### config.mk
export PLATFORM = sky130hd
export DESIGN_NAME = shift_add_multiplier
export DESIGN_NICKNAME = d
export VERILOG_FILES = /design/src/rtl/mul_pkg.sv /design/src/rtl/ripple_carry_adder.sv /design/src/rtl/shift_add_multiplier_dp.sv /design/src/rtl/shift_add_multiplier.sv
export SDC_FILE = /design/constraint.sdc
export NUM_CORES = 1
export LEC_CHECK = 0
export BUFFER_PORTS_ARGS = -buffer_cell sky130_fd_sc_hd__buf_2
export CORE_ASPECT_RATIO = 1.2
export CORE_MARGIN = 2
export CORE_UTILIZATION = 35
export DETAILED_ROUTE_END_ITERATION = 16
export GPL_ROUTABILITY_DRIVEN = 0
export GPL_TIMING_DRIVEN = 0
export PLACE_DENSITY = 0.65
export REMOVE_ABC_BUFFERS = 1
export SETUP_SLACK_MARGIN = 0.2
export SYNTH_ARGS = -nofsm -noshare
export SYNTH_HDL_FRONTEND = slang
export SYNTH_SLANG_ARGS = --single-unit
### constraint.sdc
create_clock -name clk -period 3 [get_ports clk]
set_clock_uncertainty 0.2 [all_clocks]
set_input_delay 0.3 -clock clk [delete_from_list [all_inputs] [get_ports clk]]
set_output_delay 0.3 -clock clk [all_outputs]
set_load 0.02 [all_outputs]
### src/rtl/mul_pkg.sv
// Shared types and constants for the shift-add multiplier.
package mul_pkg;

  localparam int unsigned OP_W   = 4;
  localparam int unsigned PROD_W = 8;
  localparam int unsigned ITER_W = 2;

  localparam logic [ITER_W-1:0] ITER_LAST = 2'd3;

  typedef enum logic [1:0] {
    IDLE = 2'd0,
    CALC = 2'd1,
    DONE = 2'd2
  } mul_state_e;

endpackage

### src/rtl/ripple_carry_adder.sv
// Plain ripple-carry adder built from a chain of full-adder cells.
module ripple_carry_adder #(
  parameter int unsigned W = 4
) (
  input  logic [W-1:0] a,
  input  logic [W-1:0] b,
  input  logic         cin,
  output logic [W-1:0] sum,
  output logic         cout
);

  logic [W:0] carry;

  always_comb begin
    carry    = '0;
    sum      = '0;
    carry[0] = cin;
    for (int i = 0; i < W; i++) begin
      sum[i]     = a[i] ^ b[i] ^ carry[i];
      carry[i+1] = (a[i] & b[i]) | (a[i] & carry[i]) | (b[i] & carry[i]);
    end
  end

  assign cout = carry[W];

endmodule

### src/rtl/shift_add_multiplier_dp.sv
// Operand/accumulator registers and the single add stage of the shift-add multiplier.
module shift_add_multiplier_dp
  import mul_pkg::*;
(
  input  logic              clk,
  input  logic              rst_n,
  input  logic              load,
  input  logic              step,
  input  logic [OP_W-1:0]   a,
  input  logic [OP_W-1:0]   b,
  output logic              iter_last,
  output logic [PROD_W-1:0] acc
);

  logic [OP_W-1:0]   mcand_q, mcand_d;
  logic [OP_W-1:0]   acc_hi_q, acc_hi_d;
  logic [OP_W-1:0]   acc_lo_q, acc_lo_d;
  logic [ITER_W-1:0] iter_q, iter_d;

  logic [OP_W-1:0] add_sum;
  logic            add_cout;
  logic [OP_W:0]   partial;

  ripple_carry_adder #(
    .W (OP_W)
  ) u_adder (
    .a    (acc_hi_q),
    .b    (mcand_q),
    .cin  (1'b0),
    .sum  (add_sum),
    .cout (add_cout)
  );

  // Add the multiplicand only when the current multiplier bit is set.
  assign partial = acc_lo_q[0] ? {add_cout, add_sum} : {1'b0, acc_hi_q};

  always_comb begin
    mcand_d  = mcand_q;
    acc_hi_d = acc_hi_q;
    acc_lo_d = acc_lo_q;
    iter_d   = iter_q;
    if (load) begin
      mcand_d  = a;
      acc_hi_d = '0;
      acc_lo_d = b;
      iter_d   = '0;
    end else if (step) begin
      // Shift {carry, sum, acc_lo} right by one as a single 9-bit word.
      acc_hi_d = partial[OP_W:1];
      acc_lo_d = {partial[0], acc_lo_q[OP_W-1:1]};
      iter_d   = iter_q + ITER_W'(1);
    end
  end

  always_ff @(posedge clk or negedge rst_n) begin
    if (!rst_n) begin
      mcand_q  <= '0;
      acc_hi_q <= '0;
      acc_lo_q <= '0;
      iter_q   <= '0;
    end else begin
      mcand_q  <= mcand_d;
      acc_hi_q <= acc_hi_d;
      acc_lo_q <= acc_lo_d;
      iter_q   <= iter_d;
    end
  end

  assign iter_last = (iter_q == ITER_LAST);
  assign acc       = {acc_hi_q, acc_lo_q};

endmodule

### src/rtl/shift_add_multiplier.sv
// 4x4 unsigned shift-add multiplier with valid/ready handshakes on both sides.
// Define MUL_OP_COUNT_EN to add the op_count transfer counter port.
module shift_add_multiplier
  import mul_pkg::*;
#(
  parameter int unsigned CNT_W = 8
) (
  input  logic              clk,
  input  logic              rst_n,
  input  logic              in_valid,
  output logic              in_ready,
  input  logic [OP_W-1:0]   a,
  input  logic [OP_W-1:0]   b,
  output logic              out_valid,
  input  logic              out_ready,
`ifdef MUL_OP_COUNT_EN
  output logic [PROD_W-1:0] product,
  output logic [CNT_W-1:0]  op_count
`else
  output logic [PROD_W-1:0] product
`endif
);

  if (CNT_W < 1 || CNT_W > 16) begin : g_bad_cnt_w
    $error("CNT_W must be in 1..16");
  end

  mul_state_e state_q, state_d;

  logic              load;
  logic              step;
  logic              iter_last;
  logic [PROD_W-1:0] acc;

  shift_add_multiplier_dp u_dp (
    .clk       (clk),
    .rst_n     (rst_n),
    .load      (load),
    .step      (step),
    .a         (a),
    .b         (b),
    .iter_last (iter_last),
    .acc       (acc)
  );

  always_comb begin
    state_d   = state_q;
    in_ready  = 1'b0;
    out_valid = 1'b0;
    load      = 1'b0;
    step      = 1'b0;
    unique case (state_q)
      IDLE: begin
        in_ready = 1'b1;
        if (in_valid) begin
          load    = 1'b1;
          state_d = CALC;
        end
      end
      CALC: begin
        step = 1'b1;
        if (iter_last) begin
          state_d = DONE;
        end
      end
      DONE: begin
        out_valid = 1'b1;
        if (out_ready) begin
          state_d = IDLE;
        end
      end
      default: state_d = IDLE;
    endcase
  end

  always_ff @(posedge clk or negedge rst_n) begin
    if (!rst_n) begin
      state_q <= IDLE;
    end else begin
      state_q <= state_d;
    end
  end

  // The accumulator holds partial sums mid-calculation; only expose it in DONE.
  assign product = out_valid ? acc : '0;

`ifdef MUL_OP_COUNT_EN
  logic [CNT_W-1:0] op_count_q;

  always_ff @(posedge clk or negedge rst_n) begin
    if (!rst_n) begin
      op_count_q <= '0;
    end else if (out_valid && out_ready) begin
      op_count_q <= op_count_q + CNT_W'(1);
    end
  end

  assign op_count = op_count_q;
`endif

endmodule

==> metrics.txt, run 1 <==
ant diodes=0; Syn Area/Cell=between 9 and 10 um2; maximum VDD drop=0.460 mV; setup_tns=0 ps; most area-hungry cell type in the Yosys netlist=dfrtp_1; initial core utilization=between 30% and 40%; synth unique cells=24; Worst-Skew Late Latency=roughly 280 ps; clk root buf=clkbuf_4; largest cells by area after synthesis=dfrtp_1 45%, nand2_1 7.6%, fa_1 6.7%; global-route wire length before repair=approximately 3.3 mm; Finished Core Util=a little over two fifths; RSZ-0062 raised after global routing=false; Power Dens Cells=942 nW/um2; CTS tree=yes; pin count of the biggest net entering global routing=17; # setup viols final=0; Worst slew margin=about 56%; CTS buffer count=3; number of flops mapped to enable cells by yosys=0; Async SR Flop Fraction=between 90% and 100%; Crit Path Max Fanout=4; Die ar.=2970 um2; H-tree levels=1; Reg clk slew, reported paths=90 ps; nets=130; TritonCTS Sinks=16; # DRC=0; Synth Register Bits=16; Post-CTS Setup Bufs=0; most common cell in the netlist=nand2_1; reg2reg setup slack=between 600 and 700 ps; Max clock buf depth=2; layout cells sized above 1=30.4%; # Max-Cap Violations=0; Fin. Hold Viols=0; Routed WL=between 1.5 and 2 mm; share of the synthesized area in the top cell type=44.9%; die width=approximately 50 um; Data arrival, critical path=2260 ps; Slew @ Worst Pin=~660 ps; Core Region=2480 um2; GR Overflow Total=0; number of global-route vias before repair=around 760; Hold WC Path Type=in2reg; Leakage=approximately 0.54 nW; DR iter-0 viols=6; crit share post-route=between 70% and 80%; post-CTS resize count=0; max-slew violations=0; synth cell count leaders=18 x nand2_1, 16 x dfrtp_1, 7 x and2_1, 7 x o21ai_0, 6 x nand3_2; Seq/Total Area, Yosys=44.9%; predominant post-synthesis flop cell=dfrtp_1; # rows=20; HPWL after DPL=between 1 and 1.5 mm; fmax=between 400 and 500 MHz; Vias=693; Pre-Repair DR Iteration Count=3; crit end category=flop; Mapped Cells=between 90 and 100; crit path kind=reg2reg; mapped cell area=around 890 um2; fillcell total=around 240; crit start category=flop; yosys warns=0; DR vias/cell=between 4 and 5; initial antenna violation count=0; outcome=finished, final reports clean; I/O pins=22; GRT Util Overall=14.5%; number of port buffers=21; post-synthesis to final-layout area growth=19.0%; die height=about 59 um; CP Data Required Time=roughly 3000 ps; antenna-violating nets left=0; min Tclk post-route=2310 ps; drt wl/cell=~13 um
## area by class of cell
type                       count  area (um2)  area share (%)
sequential                    16         400            37.8
timing repair buffer          23         125            11.8
tap                           33        41.3            3.90
multi-input combinational     64         438            41.3
clock buffer                   4        36.3            3.42
inverter                       5        18.8            1.77
## cell families after synthesis
family | after synthesis | share of synthesized area, %
compound gates | 12 | 8.15
simple gates | 44 | 27.9
mux | 3 | 3.51
buf+inv | 11 | 5.90
fa+ha+maj | 5 | 9.55
flops | 16 | 44.9
## what timing repair did
item | CTS | global route
setup endpoints to repair | 0 | 0
hold buffers | 2 | 0
endpoints found under the hold margin | 17 | 0
## layout by cell type (no fill, tap or decap), drive strengths merged
| cell type | instances |
|---|---|
| nor3b | 1 |
| a22oi | 3 |
| buf | 21 |
| fa | 3 |
| clkbuf | 4 |
| nor3 | 1 |
| and2b | 1 |
| inv | 5 |
| nor2 | 3 |
| mux2 | 1 |
| nor2b | 1 |
| mux2i | 2 |
| o21ai | 8 |
| dlygate4sd3 | 2 |
| o22ai | 1 |
| nand2 | 18 |
| or3b | 1 |
| nand2b | 1 |
| dfrtp | 16 |
| ha | 2 |
| and2 | 7 |
| nand3 | 10 |
## state kept, by name, indices dropped and copies added (netlist names)
register and flops:
u_dp.acc_hi_q 4, u_dp.acc_lo_q 4, u_dp.mcand_q 4, state_q 2
u_dp.iter_q 2
## per-stage QoR
stage / area [um2] / hold WS, ps / setup slack (ps) / power, mW / instances
6_report: 1060 / 3.31 / 694 / 0.998 / 145
5_1_grt: 1060 / 23.1 / 558 / 1.11 / 145
4_1_cts: 1060 / 3.62 / 663 / 1.02 / 145
3_5_place_dp: 1000 / 38.6 / 678 / 0.870 / 139
3_3_place_gp: 1000 / 28.3 / 756 / 0.842 / 139
2_1_floorplan: 857 / -196 / 846 / 0.732 / 85
## power breakdown
group	total [mW]	switching (mW)	internal (mW)
Clock	0.142	0.0685	0.0739
Combinational	0.445	0.268	0.177
Sequential	0.410	0.0958	0.314
Total	0.998	0.432	0.566
## critical path, cell delays in order, from the launching register on
cell	delay, ps
dfrtp_1	430
ha_1	210
inv_1	80
fa_1	170
inv_1	50
fa_1	370
fa_1	440
mux2i_1	170
o21ai_2	60
## path summary, 6_finish.rpt
check	start	end	cells after the start
min in group asynchronous	rst_n	u_dp.mcand_q[3]	2
max in group asynchronous	rst_n	u_dp.mcand_q[0]	2
setup / recovery	u_dp.acc_hi_q[0]	u_dp.acc_hi_q[2]	8
hold reg to reg	u_dp.mcand_q[0]	u_dp.mcand_q[0]	2
setup reg to reg	u_dp.acc_hi_q[0]	u_dp.acc_hi_q[2]	8
hold / removal	a[3]	u_dp.mcand_q[3]	3
## routing by layer
metal  track usage, %  wire length [um]
met5                0                 0
met4             4.76                 8
met3             2.27                66
met2             27.1               955
met1             16.7               810
No activity file was read; power rests on OpenSTA's default activity.
==> run 2: changes to the inputs <==
Settings changed: PLACE_DENSITY 0.65 to 0.67.
Clock period 3 ns to 2 ns, I/O delays scaled along.
==> run 2 against run 1 <==
Net effect: the flow now finishes with violations (negative setup slack); first-iteration DRC count is 17% lower; wire length up 3.4%; die area unchanged; largest power group unchanged; highest routed layer unchanged.
==> metrics.txt, run 2 (synthesis gave the netlist of run 1 again) <==
crit path cell chain=ha_2 > inv_2 > fa_2 > inv_2 > fa_2 > fa_2 > mux2i_1 > o21ai_2; clk root buf=clkbuf_4; DR iter-0 viols=5 (-1); CTS tree=yes; initial core utilization=36.0% (unchanged); CTS buffer count=3 (unchanged); initial antenna violation count=0 (unchanged); antenna-violating nets left=0 (unchanged); crit end category=flop; Vias=722 (+4.2%); total power=1.62 mW (+62%); Max clock buf depth=2 (unchanged); fillcell total=256 (+5.8%); commonest cells after routing, fill and taps aside=21 x buf_2, 18 x nand2_1, 15 x dfrtp_1; TritonCTS Sinks=16 (unchanged); post-synthesis to final-layout area growth=35.4%; top flop regs=u_dp.acc_hi_q (4), u_dp.acc_lo_q (4), u_dp.mcand_q (4); Switching Share=41.7% (-1.6 points); maximum VDD drop=0.646 mV (+40%); Pre-Repair DR Iteration Count=3 (unchanged); H-tree levels=1 (unchanged); max-slew violations=0 (unchanged); worst reg2reg path depth=8 (unchanged); Seq pwr share=38.0% (-3.1 points); Routed WL=1.90 mm (+3.4%); drt wl/cell=12.0 um (-5.7%); commonest non-fill, non-tap cell in the layout=buf_2; Power Dens Cells=1340 nW/um2 (+43%); Worst-Skew Late Latency=280 ps (about the same); Fin. Hold Viols=0 (unchanged); CP bufs+invs=2 (unchanged); Slowest cell on crit path=fa_2; crit share post-route=109% (+32 points); Clk pwr share=12.9% (-1.4 points); Most common cell on crit path=fa_2; # rows=20 (unchanged); nets=144 (+11%); worst r2r src=u_dp.mcand_q[0]; global-route wire length before repair=3.15 mm (-3.6%); number of global-route vias before repair=679 (-10%); outcome=finished with violations; Finished Core Util=48.7% (+5.9 points); crit start category=flop; worst r2r dst=u_dp.acc_hi_q[2]; Leakage=0.595 nW (+10%); RSZ-0062 raised after global routing=true; # setup viols final=1 (+1); # DRC=0 (unchanged); layout cells sized above 1=38.9% (+8.5 points); ant diodes=0 (unchanged); combinational power share=49.0% (+4.4 points); Crit Path Max Fanout=2 (-2); CP peak stage delay=530 ps (+90 ps); Data arrival, critical path=2190 ps (-70 ps); DR vias/cell=4.54 (-5.0%); fmax=460 MHz (+6.0%); Hold WC Path Type=in2async; crit path kind=reg2reg; Slew @ Worst Pin=653 ps (-10.9 ps); Die ar.=2970 um2 (unchanged); CP delay by family, top=adder cells; Worst slew margin=56.3% (+0.73 points); HPWL after DPL=1.26 mm (-4.0%); die width=50.1 um (unchanged); die height=59.3 um (unchanged); I/O pins=22 (unchanged); failing checks=negative setup slack; Reg clk slew, reported paths=100 ps (about the same); Core Region=2480 um2 (unchanged); reg2reg setup slack=-170 ps (-870 ps); Placement Cell Area=1000 um2 (unchanged); number of port buffers=21 (unchanged); # Max-Cap Violations=0 (unchanged); Net Sw Power=0.676 mW (+56%); GR Overflow Total=0 (unchanged); min Tclk post-route=2170 ps (-131 ps); CP Data Required Time=2010 ps (-950 ps); Pint=0.943 mW (+67%); design area=1210 um2 (+14%); pin count of the biggest net entering global routing=17 (unchanged); GRT Util Overall=14.2% (-0.29 points); setup ws final=-175 ps (-869 ps)
-- run 2: cell types whose count changed in the layout (fill, tap and decap cells not counted), sizes merged --
cell / previous run / this run
dlygate4sd3: 2 / 10
buf: 21 / 26
and2b: 1 / 2
-- run 2: repair_timing --
item / CTS / global route
endpoints found under the setup margin: 11 / 13
pin swaps: 0 / 0
resized for setup: 7 / 4
hold endpoints to repair: 25 / 0
hold buffers: 10 / 0
buffers inserted: 1 / 4
gates cloned: 0 / 1
-- run 2: power groups by stage --
stage	clock network [mW]	registers, mW	logic [mW]
final	0.209	0.616	0.794
after CTS	0.218	0.615	0.721
after global placement	0	0.612	0.645
after floorplan	0	0.585	0.513
after global routing	0.231	0.640	0.908
after detailed placement	0	0.621	0.669
-- run 2: worst max path at each step --
stage / start / to / slack [ps] / cells after the start
floorplan: u_dp.acc_hi_q[0] / u_dp.acc_hi_q[2] / -150 / 8
global placement: u_dp.acc_hi_q[0] / u_dp.acc_hi_q[2] / -230 / 8
detailed placement: u_dp.acc_hi_q[0] / u_dp.acc_hi_q[2] / -240 / 8
CTS: u_dp.mcand_q[0] / u_dp.acc_hi_q[2] / -170 / 8
global route: u_dp.mcand_q[0] / u_dp.acc_hi_q[2] / -250 / 8
finish: u_dp.mcand_q[0] / u_dp.acc_hi_q[2] / -170 / 8
-- run 2: through the flow --
step | setup slack [ps] | std cells | TNS (ps) | hold slack [ps]
2_1_floorplan | -154 | 85 | -154 | -296
3_3_place_gp | -229 | 139 | -272 | -64.7
3_5_place_dp | -244 | 139 | -302 | -62.0
4_1_cts | -170 | 154 | -170 | 169
5_1_grt | -247 | 159 | -300 | 179
6_report | -175 | 159 | -175 | 152
-- run 2: final cells by class --
class | count | area [um2] | area share, %
clock buffers | 4 | 36.3 | 3.01
inverters | 5 | 18.8 | 1.56
multi-input cells | 65 | 465 | 38.6
flip-flops and latches | 16 | 402 | 33.3
well taps | 33 | 41.3 | 3.42
repair buffers | 36 | 243 | 20.1
-- run 2: per-layer routing --
metal | global-route usage [%] | wire length [um] | up-vias
met3 | 0.758 | 57 | 2
met5 | 0 | 0 | -
met2 | 26.1 | 1000 | 13
met1 | 16.6 | 813 | 338
met4 | 7.14 | 27 | 0
li1 | - | - | 369
==> run 3: changes to the inputs <==
Settings changed: BUFFER_PORTS_ARGS -buffer_cell sky130_fd_sc_hd__buf_2 to -buffer_cell sky130_fd_sc_hd__buf_4.
==> run 3 against run 2 <==
Net effect: the flow still finishes with violations (negative setup slack); combinational power shrank 3.0%; wire length down 5.0%; die area is the same; power decreased by 1.5%; cell area grew 1.5%; first-iteration DRC count did not move; flip-flop and latch count unchanged; clock power is essentially flat; largest cell class unchanged; largest power group unchanged; highest routed layer unchanged.
==> metrics.txt, run 3 (synthesis gave the netlist of run 1 again) <==
Power Dens Cells=1300 nW/um2 (-2.9%); clk root buf=clkbuf_4; Worst slew margin=55.1% (-1.2 points); # setup viols final=1 (unchanged); crit end category=flop; worst reg2reg path depth=8 (unchanged); Core Region=2480 um2 (unchanged); Seq pwr share=38.8% (+0.8 points); max-slew violations=0 (unchanged); Slew @ Worst Pin=670 ps (+17.6 ps); setup ws final=-181 ps (-5.82 ps); maximum VDD drop=0.532 mV (-18%); DR iter-0 viols=5 (unchanged); # rows=20 (unchanged); HPWL after DPL=1.31 mm (+3.3%); die height=59.3 um (unchanged); H-tree levels=1 (unchanged); fillcell total=233 (-9.0%); initial antenna violation count=0 (unchanged); Setup crit start=u_dp.acc_hi_q[0]; nets=140 (-2.8%); antenna-violating nets left=0 (unchanged); Fin. Hold Viols=0 (unchanged); Clk pwr share=12.9% (about the same); Worst-Skew Late Latency=280 ps (about the same); crit path kind=reg2reg; commonest non-fill, non-tap cell in the layout=buf_4; outcome=finished with violations; pin count of the biggest net entering global routing=17 (unchanged); post-synthesis to final-layout area growth=37.4%; Leakage=0.583 nW (-2.0%); CP bufs+invs=2 (unchanged); Stages on worst setup path=8 (unchanged); crit share post-route=109% (+0.29 points); top flop regs=u_dp.acc_hi_q (4), u_dp.acc_lo_q (4), u_dp.mcand_q (4); Crit Path Max Fanout=2 (unchanged); design area=1220 um2 (+1.5%); ant diodes=0 (unchanged); Reg clk slew, reported paths=90 ps (about the same); Critical Path End=u_dp.acc_hi_q[2]; die width=50.1 um (unchanged); Net Sw Power=0.665 mW (-1.7%); Max clock buf depth=2 (unchanged); Placement Cell Area=1060 um2 (+5.2%); GR Overflow Total=0 (unchanged); smallest hold slack=12.6 ps (-139 ps); number of global-route vias before repair=690 (+1.6%); Pint=0.931 mW (-1.3%); min Tclk post-route=2180 ps (+5.82 ps); fmax=459 MHz (-0.27%); CP peak stage delay=530 ps (about the same); combinational power share=48.3% (-0.7 points); commonest cells after routing, fill and taps aside=24 x buf_4, 18 x nand2_1, 15 x dfrtp_1; layout cells sized above 1=39.3% (+0.46 points); Vias=713 (-1.2%); Routed WL=1.81 mm (-5.0%); area of the multi-input gates=455 um2 (-2.2%); reg2reg setup slack=-180 ps (about the same); Die ar.=2970 um2 (unchanged); # Max-Cap Violations=0 (unchanged); setup_tns=-181 ps (-5.82 ps); CP delay by family, top=adder cells; crit path cell chain=ha_2 > inv_2 > fa_2 > inv_2 > fa_2 > fa_2 > mux2i_1 > o21ai_2; Slowest cell on crit path=fa_2; Data arrival, critical path=2180 ps (about the same); global-route wire length before repair=2.99 mm (-5.1%); CTS buffer count=3 (unchanged); CTS tree=yes; Most common cell on crit path=fa_2; initial core utilization=36.0% (unchanged); worst r2r src=u_dp.acc_hi_q[0]; failing checks=negative setup slack; drt wl/cell=11.7 um (-2.6%); RSZ-0062 raised after global routing=true; CP Data Required Time=2000 ps (about the same); worst r2r dst=u_dp.acc_hi_q[2]; GRT Util Overall=13.7% (-0.50 points); Pre-Repair DR Iteration Count=4 (+1); Register Area=402 um2 (unchanged); I/O pins=22 (unchanged); number of port buffers=21 (unchanged); DR vias/cell=4.60 (+1.3%); Hold WC Path Type=in2reg; TritonCTS Sinks=16 (unchanged); crit start category=flop; # DRC=0 (unchanged); Switching Share=41.7% (-0.090 points)
## run 3: cell types whose count changed in the layout (fill, tap and decap cells not counted), sizes merged
cell / change
dlygate4sd3: -1
and2b: -1
buf: -2
## run 3: area by class of cell
type	instances	share of cell area (%)
Sequential cell	16	32.8
Timing Repair Buffer	33	22.1
Clock buffer	4	2.97
Inverter	5	1.53
Multi-Input combinational cell	64	37.2
Tap cell	33	3.37
## run 3: layer usage
layer | track usage [%] | up-vias | share of wire (%) | wire length (um)
met5 | 0 | - | 0 | 0
met1 | 15.3 | 334 | 42 | 764
met2 | 25.2 | 13 | 53 | 953
li1 | - | 364 | - | -
met3 | 1.01 | 2 | 3.3 | 60
met4 | 8.33 | 0 | 1.5 | 27
## run 3: how the worst min path moves through the flow
| stage | end | slack (ps) | from | cells past startpoint |
|---|---|---|---|---|
| 2_1_floorplan | state_q[0] | -300 | rst_n | 0 |
| 3_3_place_gp | u_dp.mcand_q[0] | -130 | rst_n | 1 |
| 3_5_place_dp | state_q[0] | -130 | rst_n | 1 |
| 4_1_cts | u_dp.acc_lo_q[3] | 4 | b[3] | 3 |
| 5_1_grt | u_dp.acc_lo_q[3] | 40 | b[3] | 3 |
| 6_report | u_dp.acc_lo_q[3] | 10 | b[3] | 3 |
## run 3: metrics by stage
step	instances	total power, mW	setup WS, ps	utilization, %
after global routing	155	1.75	-232	49.4
after floorplan	85	1.10	-154	-
after detailed placement	139	1.32	-277	42.6
after global placement	139	1.29	-229	42.6
after CTS	152	1.57	-215	48.3
final	155	1.60	-181	49.4
## run 3: power groups by stage
stage	Sequential [mW]	Clock, mW	Combinational (mW)
3_5_place_dp	0.625	0	0.699
2_1_floorplan	0.585	0	0.513
5_1_grt	0.643	0.225	0.881
3_3_place_gp	0.612	0	0.673
6_report	0.619	0.206	0.770
4_1_cts	0.622	0.214	0.737
## run 3: worst reg2reg max path: cells and delay by family, from the launching register on
kind / cells / cell delay [ps]
DFF: 1 / 400
adders and majority gates: 4 / 1240
AOI/OAI and AO/OA: 1 / 110
buffers and inverters: 2 / 90
muxes: 1 / 70
## run 3: what timing repair did
action,CTS,global route
hold buffers,9,0
setup endpoints to repair,11,13
resized for setup,7,5
setup buffers,0,3
pin swaps,2,3
endpoints found under the hold margin,24,0
